<file path="config.mk">
export PLATFORM = sky130hd
export DESIGN_NAME = alu_muldiv_sequencer
export DESIGN_NICKNAME = d
export VERILOG_FILES = /design/src/rtl/alu_muldiv_sequencer.sv
export SDC_FILE = /design/constraint.sdc
export NUM_CORES = 1
export LEC_CHECK = 0
export ABC_AREA = 0
export CORE_ASPECT_RATIO = 1.1
export CORE_UTILIZATION = 40
export CTS_CLUSTER_SIZE = 30
export DETAILED_ROUTE_END_ITERATION = 8
export DONT_BUFFER_PORTS = 1
export PLACE_DENSITY = 0.6
export SLEW_MARGIN = 20
export SYNTH_ARGS = -nofsm -noshare
export SYNTH_HDL_FRONTEND = slang
export SYNTH_SLANG_ARGS = --single-unit
</file>
<file path="constraint.sdc">
create_clock -name clk_i -period 5.4 [get_ports clk_i]
set_clock_uncertainty 0.2 [all_clocks]
set_input_delay 0.81 -clock clk_i [delete_from_list [all_inputs] [get_ports clk_i]]
set_output_delay 0.81 -clock clk_i [all_outputs]
set_load 0.01 [all_outputs]
</file>
<file path="src/rtl/alu_muldiv_sequencer.sv">
// Multi-cycle unsigned 32-bit multiply (low word) and restoring divide, sequenced through
// the shared combinational ALU one shift step per cycle.
module alu_muldiv_sequencer #(
   parameter int unsigned CommandLength = 3,
   parameter int unsigned Iterations    = 32
) (
   input  logic                     clk_i,
   input  logic                     reset_i,
   input  logic                     start_i,
   input  logic                     op_i,
   input  logic [31:0]              operand_a_i,
   input  logic [31:0]              operand_b_i,
   output logic [31:0]              alu_input_1_o,
   output logic [31:0]              alu_input_2_o,
   output logic [CommandLength-1:0] alu_command_o,
   input  logic [31:0]              alu_out_i,
   output logic                     busy_o,
   output logic                     done_o,
   output logic [31:0]              result_lo_o,
   output logic [31:0]              result_hi_o
);

   localparam logic [CommandLength-1:0] CmdAdd = CommandLength'(0);
   localparam logic [CommandLength-1:0] CmdSub = CommandLength'(1);
   localparam logic [CommandLength-1:0] CmdSlt = CommandLength'(5);
   localparam logic [5:0]               LastCount = 6'(Iterations - 1);

   typedef enum logic [2:0] {StIdle, StMul, StDivCmp, StDivSub, StDone} state_e;

   state_e      state_q, state_d;
   logic [5:0]  count_q, count_d;
   // acc/rem, mcand/quo and mplier/dvsr share storage; only one operation is ever in flight.
   logic [31:0] acc_q, acc_d;
   logic [31:0] mq_q, mq_d;
   logic [31:0] md_q, md_d;
   logic        lt_q, lt_d;
   logic        op_q, op_d;
   logic [31:0] res_lo_q, res_lo_d;
   logic [31:0] res_hi_q, res_hi_d;

   logic [31:0] shifted;
   logic        ovf;

   assign shifted = {acc_q[30:0], mq_q[31]};
   assign ovf     = acc_q[31];

   always_comb begin
      state_d       = state_q;
      count_d       = count_q;
      acc_d         = acc_q;
      mq_d          = mq_q;
      md_d          = md_q;
      lt_d          = lt_q;
      op_d          = op_q;
      res_lo_d      = res_lo_q;
      res_hi_d      = res_hi_q;
      alu_input_1_o = '0;
      alu_input_2_o = '0;
      alu_command_o = CmdAdd;

      case (state_q)
         StIdle: begin
            if (start_i) begin
               op_d    = op_i;
               count_d = '0;
               acc_d   = '0;
               mq_d    = operand_a_i;
               md_d    = operand_b_i;
               lt_d    = 1'b0;
               state_d = op_i ? StDivCmp : StMul;
            end
         end
         StMul: begin
            alu_input_1_o = acc_q;
            alu_input_2_o = mq_q;
            if (md_q[0]) begin
               acc_d = alu_out_i;
            end
            mq_d    = {mq_q[30:0], 1'b0};
            md_d    = {1'b0, md_q[31:1]};
            count_d = count_q + 6'd1;
            if (count_q == LastCount) begin
               state_d = StDone;
            end
         end
         StDivCmp: begin
            alu_input_1_o = shifted;
            alu_input_2_o = md_q;
            alu_command_o = CmdSlt;
            // A set top bit means the true shifted value exceeds any divisor.
            lt_d    = alu_out_i[0] & ~ovf;
            acc_d   = shifted;
            mq_d    = {mq_q[30:0], 1'b0};
            state_d = StDivSub;
         end
         StDivSub: begin
            alu_input_1_o = acc_q;
            alu_input_2_o = md_q;
            alu_command_o = CmdSub;
            if (!lt_q) begin
               acc_d   = alu_out_i;
               mq_d[0] = 1'b1;
            end
            count_d = count_q + 6'd1;
            state_d = (count_q == LastCount) ? StDone : StDivCmp;
         end
         StDone: begin
            state_d = StIdle;
         end
         default: begin
            state_d = StIdle;
         end
      endcase

      // Results are captured on entry so they are already visible during the done cycle.
      if (state_d == StDone) begin
         res_lo_d = op_q ? mq_d : acc_d;
         res_hi_d = op_q ? acc_d : 32'd0;
      end
   end

   always_ff @(posedge clk_i or posedge reset_i) begin
      if (reset_i) begin
         state_q  <= StIdle;
         count_q  <= '0;
         acc_q    <= '0;
         mq_q     <= '0;
         md_q     <= '0;
         lt_q     <= 1'b0;
         op_q     <= 1'b0;
         res_lo_q <= '0;
         res_hi_q <= '0;
      end else begin
         state_q  <= state_d;
         count_q  <= count_d;
         acc_q    <= acc_d;
         mq_q     <= mq_d;
         md_q     <= md_d;
         lt_q     <= lt_d;
         op_q     <= op_d;
         res_lo_q <= res_lo_d;
         res_hi_q <= res_hi_d;
      end
   end

   assign busy_o      = (state_q == StMul) || (state_q == StDivCmp) || (state_q == StDivSub);
   assign done_o      = (state_q == StDone);
   assign result_lo_o = res_lo_q;
   assign result_hi_o = res_hi_q;

endmodule

</file>
==> reports/metrics.cfg, run 1 <==
[route]
drt_iter0_drc=620
drc=0
wl_mm=29.81
drtAntennaViolNets=0
wl_per_cell_um=24.56
drt_pass1_iterations=6
avgViaCountPerCell=6.322
via_count=7675

[logic_synthesis]
yosys_register_bits=171
yosysWarnings=0
syn_area_um2=9422
yosysTopAreaCell=dfrtp_1
synth.most_common_cell=dfrtp_1
synth_edf_count=0
synthDominantCellAreaShare=0.4542
ys_seq_area_frac=0.4542
ys_top_cells_by_count=171 x dfrtp_1, 89 x nand2_1, 80 x a22o_1, 65 x clkbuf_1, 55 x o21ai_0
synthCells=963
synth_cell_types=52
synth.area.top_cells=dfrtp_1 45%, a22o_1 7.4%, mux2i_1 4.4%
synth_nets=1064
ys.flop_type=dfrtp_1
async_flop_share=1.000
avgSynthCellArea_um2=9.784

[placed_design]
place.gp.congestion=0.7995
port_buffers=0
place_hpwl_mm=20.60
place_area_um2=9578
place_ws_ns=1.714

[pwr]
leakage_nw=4.486
power.density_nw_per_um2=626.9
irDropWorstVdd_mv=0.2575

[layout]
syn_to_final_growth_pct=8.353
drive_above_1_share=0.07440
design_area_um2=10210
diodes=0
n_fill_cell=2209
fin_nets=1002

[worst_setup_path]
worstPathMaxFanout=33
timing.rr.start=state_q[1]$_DFF_PP0_
endpoint_kind=output port
r2r_cells=5
crit_buf_inv=2
crit_type=flip-flop to output port
start_kind=flip-flop
slowest_stage=clkinv_1
slowest_delay_ns=0.89
arrival_ns=3.29
cp.depth=4
required_ns=4.39
path_cells=buf_4 > nand2b_1 > clkinv_1 > a22o_1
cp-startpoint=state_q[2]$_DFF_PP0_
cp_top_family=buffers and inverters

[global_route]
grt_pass1_wl_mm=45.38
grt_usage=0.2475
grt_pass1_vias=7251
grt_max_degree=104
grt_overflow=0
antenna_found_initial=0

[floorplan]
fp.dieArea_um2=24170
core-area_um2=23000
initial_utilization=0.4096
fp-row-count=58
ioPinCount=233
fp.dieH_um=163.0
die_w_um=148.3

[timing]
slew_headroom=0.3034
setup_violations=0
timing.final.max_slew_violations=0
rsz0062_at_grt=false
finalHoldViolations=0
fin_tns_setup_ns=0
timing.hold.ws_ns=0.2337
worst_slack_ns=1.096
tightestPinTransition_ns=1.035
max_freq_ghz=0.2324
final.period_utilization=0.7970
finalCriticalPeriod_ns=4.304

[clock_tree]
cts_buffers=17
clock-sinks=171
cts_tree=yes
cts_resized=0
clock_latency_ns=0.43
cts_max_level=4
ctsHoldBuffers=0
cts_setup_buffers=0
ctsRootBufferMaster=clkbuf_16
clkTransAtPathRegs_ns=0.07
clockBufferDepth=2

[outcome]
status=finished clean

[run]
drv_cap=0

[hold_path]
worst_hold_path_type=input port to async pin

[cell type report]
cell class                      instances  area [um2]  share of cell area
Inverter                               11       45.04            0.004412
Tap cell                              300       375.4             0.03677
Sequential cell                       171        4282              0.4194
Timing Repair Buffer                   19       155.1             0.01520
Clock inverter                         15       205.2             0.02010
Clock buffer                           17       425.4             0.04167
Multi-Input combinational cell        681        4721              0.4624
[worst paths after layout]
path                                               endpoint  slack [ns]
worst min register to register         md_q[16]$_DFFE_PP0P_        0.31
worst max-delay path                       alu_input_2_o[1]        1.10
worst max register to register  result_lo_o[25]$_DFFE_PP0N_        2.02
max in group asynchronous               md_q[0]$_DFFE_PP0P_        3.73
worst min-delay path                     acc_q[8]$_DFF_PP0_        0.23
min in group clk_i                     md_q[16]$_DFFE_PP0P_        0.31
[kinds of logic after synthesis]
logic type	Yosys count	share of synthesized area
AO/OA/AOI/OAI	374	0.2964
AND/OR/NAND/NOR	259	0.1482
flip-flops	171	0.4542
buffers and inverters	111	0.05046
multiplexers	44	0.04714
XOR/XNOR	2	0.001860
adder cells (fa/ha/maj)	1	0.001328
other	1	0.0003980
[per-stage QoR]
stage	cells	power, mW	util
detailed placement	1182	5.079	0.4163
finish	1214	6.399	0.4438
global route	1214	6.819	0.4438
CTS	1214	6.428	0.4438
floorplan	963	4.290	-
global placement	1182	5.041	0.4163
[power breakdown]
group	leakage, nW	internal, mW	switching [mW]
Clock	0.304	0.750	0.581
Combinational	2.03	1.06	1.70
Sequential	2.15	1.67	0.642
[state kept, by name, summed over array words and instances (netlist names)]
signal / cells
result_lo_o: 32
state_q: 3
md_q: 32
lt_q: 1
result_hi_o: 32
mq_q: 32
acc_q: 32
count_q: 6
op_q: 1
[cells in the final DEF (no fill, tap or decap), types with 16 or more instances in the layout]
| cell type | instances |
|---|---|
| dfrtp_1 | 169 |
| nand2_1 | 89 |
| a22o_1 | 80 |
| o21ai_0 | 55 |
| and2_1 | 52 |
| mux2i_1 | 41 |
| a21oi_1 | 37 |
| a221o_1 | 35 |
| nand3b_1 | 34 |
| nand2b_1 | 34 |
| a211o_1 | 33 |
| a2111oi_0 | 27 |
| o22ai_1 | 26 |
| o2bb2ai_1 | 21 |
| o21ai_1 | 21 |
| buf_4 | 18 |
| clkbuf_16 | 17 |
| nor2_1 | 16 |
[metal layers]
metal / vias to the layer above / wire length [um] / GRT usage
li1: 3511 / - / -
met4: 0 / 779 / 0.08529
met1: 3854 / 13570 / 0.3520
met5: - / 0 / 0
met2: 273 / 13460 / 0.3666
met3: 37 / 2001 / 0.05854
No activity file was read; power rests on OpenSTA's default activity.
==> inputs of run 2 (changes only) <==
Settings changed: PLACE_DENSITY 0.6 to 0.58.
Clock period 5.4 ns to 4.2 ns, I/O delays scaled along.
==> run 2 against run 1 <==
  * Power up 30%
  * Clock power up 33%
  * Clock-buffer cell count up 1
  * Combinational power up 30%
  * Routed wire length up 2.8%
  * Die area unchanged
  * Design area up 1.0%
  * Global-route usage up 0.94 points
  * Register-to-register slack worse by 1.1 ns
  * Final cell count up 0.74%
  * Largest cell class unchanged
  * Critical path depth down 1
  * Flip-flop and latch count unchanged
==> reports/metrics.cfg, run 2 (same netlist as run 1, synthesis figures left out) <==
[global_route]
antenna_found_initial=0
grt_pass1_wl_mm=46.69
grt_pass1_vias=7224
grt_max_degree=89
grt_usage=0.2568
grt_overflow=0

[clock_tree]
cts_max_level=4
clkTransAtPathRegs_ns=0.07
ctsRootBufferMaster=clkbuf_16
clock-sinks=171
cts_tree=yes
cts_buffers=17
clock_latency_ns=0.43
clockBufferDepth=2
cts_setup_buffers=0
cts_resized=0

[pwr]
irDropWorstVdd_mv=0.3297
p_total_mw=8.337
comb_power_share=0.432
switching_share=0.4506
switching_power_mw=3.756
p_seq_frac=0.356
leakage_nw=4.542
clockPowerShare=0.212
internal_power_mw=4.580
power.density_nw_per_um2=808.3

[placed_design]
place_area_um2=9651
port_buffers=0
place.gp.congestion=0.7938
place_hpwl_mm=21.46

[worst_setup_path]
worst-r2r-setup-slack_ns=0.93
crit_type=flip-flop to output port
required_ns=3.37
start_kind=flip-flop
arrival_ns=2.69
endpoint_kind=output port
worstPathMaxFanout=44

[layout]
layout_common_cells=169 x dfrtp_1, 89 x nand2_1, 80 x a22o_1, 55 x o21ai_0, 52 x and2_1
fin_nets=1011
design_area_um2=10310
n_fill_cell=2208
diodes=0
layout_commonest_cell=dfrtp_1
syn_to_final_growth_pct=9.468
drive_above_1_share=0.08234

[route]
drc=0
wl_per_cell_um=25.06
wl_met1_mm=14.21
wl_met2_mm=13.75
avgViaCountPerCell=6.288
wl_mm=30.65
via_count=7690
drt_pass1_iterations=6
met3_length_mm=2.249
drt_iter0_drc=578
top_layer=met4
drtAntennaViolNets=0

[timing]
final.period_utilization=0.8389
slew_headroom=0.2772
timing.final.max_slew_violations=0
rsz0062_at_grt=false
fin_tns_setup_ns=0
timing.hold.ws_ns=0.1322
finalCriticalPeriod_ns=3.523
tightestPinTransition_ns=1.057
finalHoldViolations=0
setup_violations=0
max_freq_ghz=0.2838

[floorplan]
core-area_um2=23000
ioPinCount=233
fp.dieArea_um2=24170
die_w_um=148.3
fp-row-count=58
fp.dieH_um=163.0
initial_utilization=0.4096

[outcome]
status=finished clean

[hold_path]
worst_hold_path_type=input port to flip-flop

[run]
drv_cap=0

-- run 2: final timing paths --
kind,depth (start not counted),startpoint,end
setup / recovery,3,state_q[1]$_DFF_PP0_,alu_input_2_o[13]
hold / removal,2,op_i,state_q[1]$_DFF_PP0_
setup reg to reg,5,state_q[1]$_DFF_PP0_,result_lo_o[21]$_DFFE_PP0N_
min in group asynchronous,2,reset_i,acc_q[6]$_DFF_PP0_
max in group asynchronous,3,reset_i,md_q[18]$_DFFE_PP0P_
hold reg to reg,2,md_q[14]$_DFFE_PP0P_,md_q[14]$_DFFE_PP0P_
-- run 2: metal layers --
layer	vias to the layer above	track usage
met2	286	0.3777
met3	22	0.06331
met1	3849	0.3721
met4	0	0.07216
li1	3533	-
met5	-	0
-- run 2: power groups by stage --
stage,registers (mW),clock network [mW],logic [mW]
after CTS,2.96,1.80,3.61
after detailed placement,2.98,0,3.59
final,2.97,1.77,3.60
after global placement,3.00,0,3.54
after global routing,3.06,1.85,3.97
after floorplan,2.52,0,2.99
-- run 2: cell type report --
type | instances | area, um2 | share of cell area
Multi-Input combinational cell | 681 | 4721 | 0.4577
Sequential cell | 171 | 4282 | 0.4151
Clock buffer | 18 | 439.2 | 0.04258
Tap cell | 300 | 375.4 | 0.03639
Timing Repair Buffer | 28 | 237.7 | 0.02305
Clock inverter | 14 | 214.0 | 0.02074
Inverter | 11 | 45.04 | 0.004367
-- run 2: per-stage QoR --
stage,instances,setup WS [ns],utilization
finish,1223,0.6766,0.4483
floorplan,963,1.187,-
CTS,1223,0.7082,0.4483
global placement,1190,1.104,0.4195
global route,1223,0.5280,0.4483
detailed placement,1190,1.082,0.4195
-- run 2: critical path, cell delays in order (launching register included) --
cell	delay (ns)
dfrtp_1	0.74
nand2b_1	0.37
nor2_4	0.80
a22o_1	0.33
-- run 2: what timing repair did --
action,in CTS,in global routing
endpoints found under the hold margin,3,0
endpoints found under the setup margin,0,0
hold buffers,1,0
==> inputs of run 3 (changes only) <==
Settings changed: PLACE_DENSITY 0.58 to 0.6.
Clock period 4.2 ns to 3.2 ns, I/O delays scaled along.
==> run 3 against run 2 <==
  * Highest routed layer unchanged
  * Via count rose by 1.2%
  * Largest power group unchanged
  * Die area did not move
  * Routed wire length rose by 2.1%
==> reports/metrics.cfg, run 3 (same netlist as run 1, synthesis figures left out) <==
[route]
drc=0
wl_mm=31.30
via_count=7785
avgViaCountPerCell=6.258
drt_pass1_iterations=5
drtAntennaViolNets=0
drt_iter0_drc=839
wl_per_cell_um=25.16

[hold_path]
worst_hold_path_type=input port to flip-flop
hold_path_depth=1

[clock_tree]
clkTransAtPathRegs_ns=0.07
ctsRootBufferMaster=clkbuf_16
clock_latency_ns=0.43
clock-sinks=171
cts_max_level=4
cts_resized=0
cts_setup_buffers=0
clockBufferDepth=2
cts_buffers=17
cts_tree=yes

[global_route]
antenna_found_initial=3
grt_usage=0.2616
grt_pass1_wl_mm=47.93
grt_max_degree=95
grt_overflow=0
grt_pass1_vias=7390

[layout]
design_area_um2=10500
drive_above_1_share=0.09554
fin_nets=1031
utilization=0.4563
layout_commonest_cell=dfrtp_1
syn_to_final_growth_pct=11.41
layout_common_cells=169 x dfrtp_1, 89 x nand2_1, 80 x a22o_1, 55 x o21ai_0, 51 x and2_1

[timing]
final.period_utilization=0.9420
rsz0062_at_grt=false
timing.hold.ws_ns=0.02105
tightestPinTransition_ns=1.017
worst_slack_ns=0.1855
finalHoldViolations=0
max_freq_ghz=0.3317
fin_tns_setup_ns=0
finalCriticalPeriod_ns=3.014
timing.final.max_slew_violations=0
slew_headroom=0.3047
setup_violations=0

[floorplan]
ioPinCount=233
core-area_um2=23000
fp-row-count=58
fp.dieArea_um2=24170
fp.dieH_um=163.0
die_w_um=148.3
initial_utilization=0.4096

[placed_design]
port_buffers=0
place_area_um2=9773
place_ws_ns=0.4702
place_hpwl_mm=21.93
place.gp.congestion=0.8338

[worst_setup_path]
endpoint_kind=output port
slowest_delay_ns=0.64
required_ns=2.52
crit_type=flip-flop to output port
arrival_ns=2.33
slowest_stage=dfrtp_1
worstPathMaxFanout=37
start_kind=flip-flop
r2r_cells=5
path_cells=nor3b_2 > buf_12 > buf_4 > a22o_1

[pwr]
leakage_nw=4.637
power.density_nw_per_um2=1056
irDropWorstVdd_mv=0.4629

[outcome]
status=finished clean

[run]
drv_cap=0

-- run 3: cell types whose count changed in the layout (fill, tap and decap cells not counted), sizes merged --
cell / previous run / this run
buf: 27 / 40
clkbuf: 18 / 19
clkinv: 5 / 4
clkinvlp: 3 / 2
diode: 0 / 2
dlygate4sd3: 1 / 7
nor2: 18 / 19
-- run 3: final timing paths --
path | end | start | slack (ns)
setup / recovery | alu_input_1_o[5] | state_q[2]$_DFF_PP0_ | 0.19
hold / removal | lt_q$_DFFE_PP0P_ | alu_out_i[0] | 0.02
setup reg to reg | result_lo_o[22]$_DFFE_PP0N_ | state_q[1]$_DFF_PP0_ | 0.33
hold reg to reg | md_q[14]$_DFFE_PP0P_ | md_q[14]$_DFFE_PP0P_ | 0.31
max in group asynchronous | md_q[24]$_DFFE_PP0P_ | reset_i | 1.77
min in group asynchronous | result_hi_o[8]$_DFFE_PP0N_ | reset_i | 0.25
-- run 3: repair_timing --
| item | in CTS | in global routing |
|---|---|---|
| setup endpoints to repair | 0 | 6 |
| hold buffers | 7 | 0 |
| endpoints found under the hold margin | 73 | 0 |
-- run 3: routing by layer --
layer,global-route usage,share of wire,vias to the layer above,routed length [um]
met5,0,0,-,0
met4,0.05623,0.011,0,333
met3,0.06190,0.077,18,2415
met2,0.3788,0.44,255,13790
met1,0.3921,0.47,3929,14760
li1,-,-,3583,-
-- run 3: cell type report --
type,count,area [um2]
Fill cell,2157,12510
Multi-Input combinational cell,682,4728
Sequential cell,171,4282
Clock buffer,19,452.9
Timing Repair Buffer,47,420.4
Tap cell,300,375.4
Clock inverter,12,187.7
Inverter,11,45.04
Antenna cell,2,5.005
-- run 3: report_power, final --
| group | internal [mW] | switching, mW | leakage [nW] |
|---|---|---|---|
| logic | 1.97 | 3.04 | 2.17 |
| clock network | 1.36 | 0.927 | 0.312 |
| registers | 2.81 | 0.975 | 2.15 |
-- run 3: per-stage QoR --
stage               power, mW  std cells
floorplan               7.239        963
global placement        8.695       1203
detailed placement      8.752       1203
CTS                     11.06       1241
global route            11.76       1244
finish                  11.09       1244
-- run 3: critical path, delay by kind of cell (launching register included) --
kind / cells / cell delay, ns
flip-flops: 1 / 0.64
AND/OR/NAND/NOR: 1 / 0.46
buffers and inverters: 2 / 0.54
AO/OA/AOI/OAI: 1 / 0.24
